<file path="src/rtl/uart_rx.sv">
// UART receiver: 2-FF synchronizer, mid-bit sampling, 8N1 framing by default.
// Define UART_RX_PARITY_EN for 8E1/8O1 framing (parity sense from PARITY_ODD).
module uart_rx #(
   parameter int CLK_HZ     = 100_000_000,
   parameter int BAUD       = 115_200,
   parameter int PARITY_ODD = 0
) (
   input  logic       clk,
   input  logic       rst,
   input  logic       rx,
   output logic [7:0] dout,
   output logic       d_rdy,
   output logic       frm_err,
   output logic       par_err
);
   localparam int BIT_DIV = CLK_HZ / BAUD;
   localparam int CW      = $clog2(BIT_DIV);
   localparam logic [CW-1:0] CNT_MID = CW'(BIT_DIV / 2 - 1);
   localparam logic [CW-1:0] CNT_END = CW'(BIT_DIV - 1);

   typedef enum logic [2:0] {
      IDLE,
      START,
      DATA,
`ifdef UART_RX_PARITY_EN
      PARITY,
`endif
      STOP,
      BRK
   } state_t;

   state_t        state, state_next;
   logic [CW-1:0] cnt, cnt_next;
   logic [2:0]    bitn, bitn_next;
   logic [7:0]    shreg, shreg_next;
   logic [7:0]    dout_next;
   logic          d_rdy_next, frm_err_next;
   logic          sync1, rxs;
`ifdef UART_RX_PARITY_EN
   logic          perr, perr_next, par_err_next;
`endif

   always_ff @(posedge clk or posedge rst) begin
      if (rst) begin
         sync1 <= 1'b1;
         rxs   <= 1'b1;
      end else begin
         sync1 <= rx;
         rxs   <= sync1;
      end
   end

   always_ff @(posedge clk or posedge rst) begin
      if (rst) begin
         state   <= IDLE;
         cnt     <= '0;
         bitn    <= '0;
         shreg   <= '0;
         dout    <= '0;
         d_rdy   <= 1'b0;
         frm_err <= 1'b0;
      end else begin
         state   <= state_next;
         cnt     <= cnt_next;
         bitn    <= bitn_next;
         shreg   <= shreg_next;
         dout    <= dout_next;
         d_rdy   <= d_rdy_next;
         frm_err <= frm_err_next;
      end
   end

`ifdef UART_RX_PARITY_EN
   always_ff @(posedge clk or posedge rst) begin
      if (rst) begin
         perr    <= 1'b0;
         par_err <= 1'b0;
      end else begin
         perr    <= perr_next;
         par_err <= par_err_next;
      end
   end
`else
   logic unused_cfg;
   assign unused_cfg = ^PARITY_ODD;
   assign par_err    = 1'b0;
`endif

   always_comb begin
      state_next   = state;
      cnt_next     = cnt + CW'(1);
      bitn_next    = bitn;
      shreg_next   = shreg;
      dout_next    = dout;
      d_rdy_next   = 1'b0;
      frm_err_next = 1'b0;
`ifdef UART_RX_PARITY_EN
      perr_next    = perr;
      par_err_next = 1'b0;
`endif
      case (state)
         IDLE: begin
            cnt_next = '0;
            if (!rxs) state_next = START;
         end
         START: begin
            if (cnt == CNT_MID) begin
               cnt_next   = '0;
               bitn_next  = '0;
               // a start bit that is high again by its middle was only a glitch
               state_next = rxs ? IDLE : DATA;
            end
         end
         DATA: begin
            if (cnt == CNT_END) begin
               cnt_next   = '0;
               shreg_next = {rxs, shreg[7:1]};
               bitn_next  = bitn + 3'd1;
               if (bitn == 3'd7) begin
`ifdef UART_RX_PARITY_EN
                  state_next = PARITY;
`else
                  state_next = STOP;
`endif
               end
            end
         end
`ifdef UART_RX_PARITY_EN
         PARITY: begin
            if (cnt == CNT_END) begin
               cnt_next   = '0;
               perr_next  = ^shreg ^ rxs ^ (PARITY_ODD != 0);
               state_next = STOP;
            end
         end
`endif
         STOP: begin
            // leaving at mid stop bit leaves half a bit to catch the next start edge
            if (cnt == CNT_END) begin
               cnt_next = '0;
               if (!rxs) begin
                  frm_err_next = 1'b1;
                  state_next   = BRK;
               end
`ifdef UART_RX_PARITY_EN
               else if (perr) begin
                  par_err_next = 1'b1;
                  state_next   = IDLE;
               end
`endif
               else begin
                  dout_next  = shreg;
                  d_rdy_next = 1'b1;
                  state_next = IDLE;
               end
            end
         end
         BRK: begin
            cnt_next = '0;
            if (rxs) state_next = IDLE;
         end
         default: begin
            cnt_next   = '0;
            state_next = IDLE;
         end
      endcase
   end
endmodule
</file>
<file path="config.mk">
export PLATFORM = sky130hd
export DESIGN_NAME = uart_rx
export DESIGN_NICKNAME = d
export VERILOG_FILES = /design/src/rtl/uart_rx.sv
export SDC_FILE = /design/constraint.sdc
export NUM_CORES = 1
export LEC_CHECK = 0
export CAP_MARGIN = 5
export CELL_PAD_IN_SITES_DETAIL_PLACEMENT = 1
export CELL_PAD_IN_SITES_GLOBAL_PLACEMENT = 1
export CORE_ASPECT_RATIO = 1.75
export CORE_UTILIZATION = 42
export CTS_CLUSTER_SIZE = 20
export DETAILED_ROUTE_END_ITERATION = 10
export PLACE_DENSITY = 0.76
export SLEW_MARGIN = 0
export SYNTH_ARGS = -nofsm -noshare
export SYNTH_HDL_FRONTEND = slang
export SYNTH_SLANG_ARGS = --single-unit
</file>
<file path="constraint.sdc">
create_clock -name clk -period 1.82 [get_ports clk]
set_clock_uncertainty 0.1 [all_clocks]
set_input_delay 0.364 -clock clk [delete_from_list [all_inputs] [get_ports clk]]
set_output_delay 0.364 -clock clk [all_outputs]
set_load 0.02 [all_outputs]
</file>
==> summary.md <==
| Metric | Value |
|---|---|
| Die height | `86.08 um` |
| PortBufs | `12` |
| Fin. max-slew vios | `0` |
| First-pass GRT wire length | `between 6 and 7 mm` |
| Tcrit/Tclk final | `102.0%` |
| Pwr/cell area | `660.7 nW/um^2` |
| Cell family with most CP delay | `simple AND/OR/NAND/NOR gates` |
| Nets | `178` |
| RSZ-0062 raised after global routing | `true` |
| H-tree levels | `2` |
| Placement Cell Area | `1987 um^2` |
| Setup Viol. Count Final | `16` |
| Layout Area Growth over Synthesis | `28.25%` |
| Worst EP arrival | `between 1.5 and 2 ns` |
| Flop and latch count out of synthesis | `36` |
| HP Class | `reg2reg` |
| DR WL/cell | `17.31 um` |
| Buf+Inv Stages, Crit Path | `1` |
| Clk sinks | `36` |
| I/O pins | `14` |
| Initial antenna violation count | `0` |
| Fin. Hold Viols | `0` |
| Critical path type | `reg2reg` |
| Final GP Congestion | `0.8193` |
| Mapped Nets | `139` |
| Total power | `1438 uW` |
| Detailed Place HPWL | `2.635 mm` |
| YS warnings | `0` |
| TritonCTS Buffers | `5` |
| Gr usage total | `between 20% and 30%` |
| Remaining DRCs | `0` |
| CP max stage cell | `dfrtp_1` |
| Failing checks | `negative setup slack` |
| CP Data Required Time | `1.90 ns` |
| CTS clk-pin slew, worst paths | `0.07 ns` |
| Yosys cell types | `38` |
| Pin count of the biggest net entering global routing | `24` |
| Crit end category | `register` |
| Delay of the slowest cell on the worst path | `0.36 ns` |
| Post-Route WL | `3.791 mm` |
| Cell area after layout | `2176 um^2` |
| Vias post-DR | `1169` |
| ANT nets after route | `0` |
| Root Buffer | `clkbuf_8` |
| Mapped cell area | `1697 um^2` |
| Initial Util | `43.88%` |
| Die width | `50.05 um` |
| # diodes | `0` |
| Leading cell type in the layout, fill and taps excluded | `dfrtp_1` |
| Overflow after GRT | `0` |
| Crit path max fanout | `8` |
| Maximum clock frequency | `538.5 MHz` |
| Run status | `finished with violations` |
| Standard-cell row count | `30` |
| CTS tree | `done` |
| Maximum VDD drop | `0.0005443 V` |
| Mapped Avg Cell Area | `12.85 um^2` |
| Fraction of layout cells with a size suffix above 1 | `35.09%` |
| Register area share after synthesis | `between 50% and 60%` |
| Core Area | `3866 um^2` |
| Max Cap Viol | `0` |
| Die ar. | `4308 um^2` |
| DR vias/cell | `5.338` |
| Initial DRC count | `22` |
| LEAKAGE | `0.001051 uW` |
| Mapped Cells | `132` |
| CTS Buffer Depth | `2` |
| Worst skew pair latency | `slightly below 0.3 ns` |
| Crit path cell chain | `ha_2, and4bb_1, and3_4, buf_6, nand3_4, mux2_4` |
| Min Tclk post-route | `1.857 ns` |
| Pre-Repair DR Iteration Count | `4` |
| Startpoint Class | `register` |
| Most frequent cells in the layout | `dfrtp_1 (34), buf_4 (23), mux2_4 (16)` |
| Setup ws final | `-0.03715 ns` |
| Vias in the first global route | `between 1000 and 1500` |
## cell families (layout without fill, tap and decap cells)
group                      Yosys count  count (layout)  share of synthesized area, %
other                                1               1                        0.2210
xor gates and xnor gates             8               8                         4.130
and+or+nand+nor                     45              46                         15.86
muxes                               19              19                         14.38
AOI/OAI and AO/OA                   10              10                         5.163
buffers and inverters                9              47                         4.056
adders and majority gates            4               4                         2.950
DFF                                 36              36                         53.25
## per-layer routing
metal | part of all wire [%] | GRT usage (%) | vias to the layer above | routed length [um]
met5 | 0 | 0 | - | 0
met3 | 2.3 | 4.255 | 9 | 88
met2 | 58 | 37.33 | 23 | 2197
met4 | 4.0 | 13.25 | 0 | 150
met1 | 36 | 19.95 | 597 | 1355
li1 | - | - | 540 | -
## area by class of cell
| cell class | count | area (um^2) |
|---|---|---|
| clock buffers | 7 | 96.34 |
| well taps | 48 | 60.06 |
| multi-input cells | 88 | 789.5 |
| inverters | 3 | 11.26 |
| fillers | 400 | 1690 |
| repair buffers | 37 | 315.3 |
| flip-flops and latches | 36 | 903.4 |
## power breakdown
group / switching [uW] / leakage (uW) / internal (uW)
clock network: 267 / 0.0000503 / 337
registers: 3.08 / 0.000481 / 804
logic: 18.7 / 0.000519 / 7.54
total: 289 / 0.00105 / 1150
## worst paths after layout
kind,startpoint,slack (ns),end,depth (start not counted)
worst max-delay path,cnt[0],-0.04,shreg[4],6
worst min-delay path,sync1,0.26,rxs,0
worst max register to register,cnt[0],-0.04,shreg[4],6
worst min register to register,sync1,0.26,rxs,0
max in group asynchronous,rst,1.05,state[0],3
min in group asynchronous,rst,0.29,cnt[6],3
## synthesized netlist by cell type (all sizes together)
cell	number	area, um^2
nand2b	1	6.260
ha	4	50.05
o41ai	1	16.27
nand3	7	47.55
and4bb	1	12.51
a41oi	1	8.760
mux2	19	244.0
and3	4	25.02
a311oi	1	8.760
nand2	5	18.77
clkbuf	2	7.510
and4	2	20.02
and2	1	6.260
inv	3	11.26
o21ai	2	10.01
xnor2	2	17.52
nor3b	3	27.52
o211ai	1	7.510
a22oi	1	7.510
dfrtp	34	850.8
nand4	2	12.51
buf	4	50.05
and4b	2	20.02
nor3	1	5.000
a21boi	1	7.510
conb	1	3.750
nor2	13	48.80
a2bb2oi	1	15.01
nor2b	3	18.77
a31oi	1	6.260
xor2	6	52.55
dfstp	2	52.55
## what timing repair did
action	4_1_cts	5_1_grt
pin swaps	1	1
setup endpoints to repair	19	29
hold endpoints to repair	0	0
gates cloned	1	0
buffers inserted	2	1
hold buffers	0	0
gates resized for setup	5	11
## through the flow
stage	setup WS, ns	hold slack, ns	utilization, %	TNS [ns]	std cells
6_report	-0.03715	0.2568	56.28	-0.4195	219
2_1_floorplan	-0.1088	0.2452	-	-0.8703	132
5_1_grt	-0.1271	0.2610	56.28	-1.923	219
3_3_place_gp	0.01256	0.2463	51.39	0	208
3_5_place_dp	-0.04380	0.2470	51.39	-0.4058	208
4_1_cts	-0.03979	0.2578	55.05	-0.1451	218
## flip-flops by register name (all words and copies together), names as in the netlist
register / cells
bitn: 3
sync1: 1
dout: 8
shreg: 8
cnt: 10
state: 3
frm_err: 1
rxs: 1
d_rdy: 1
No activity file was read; power rests on OpenSTA's default activity.
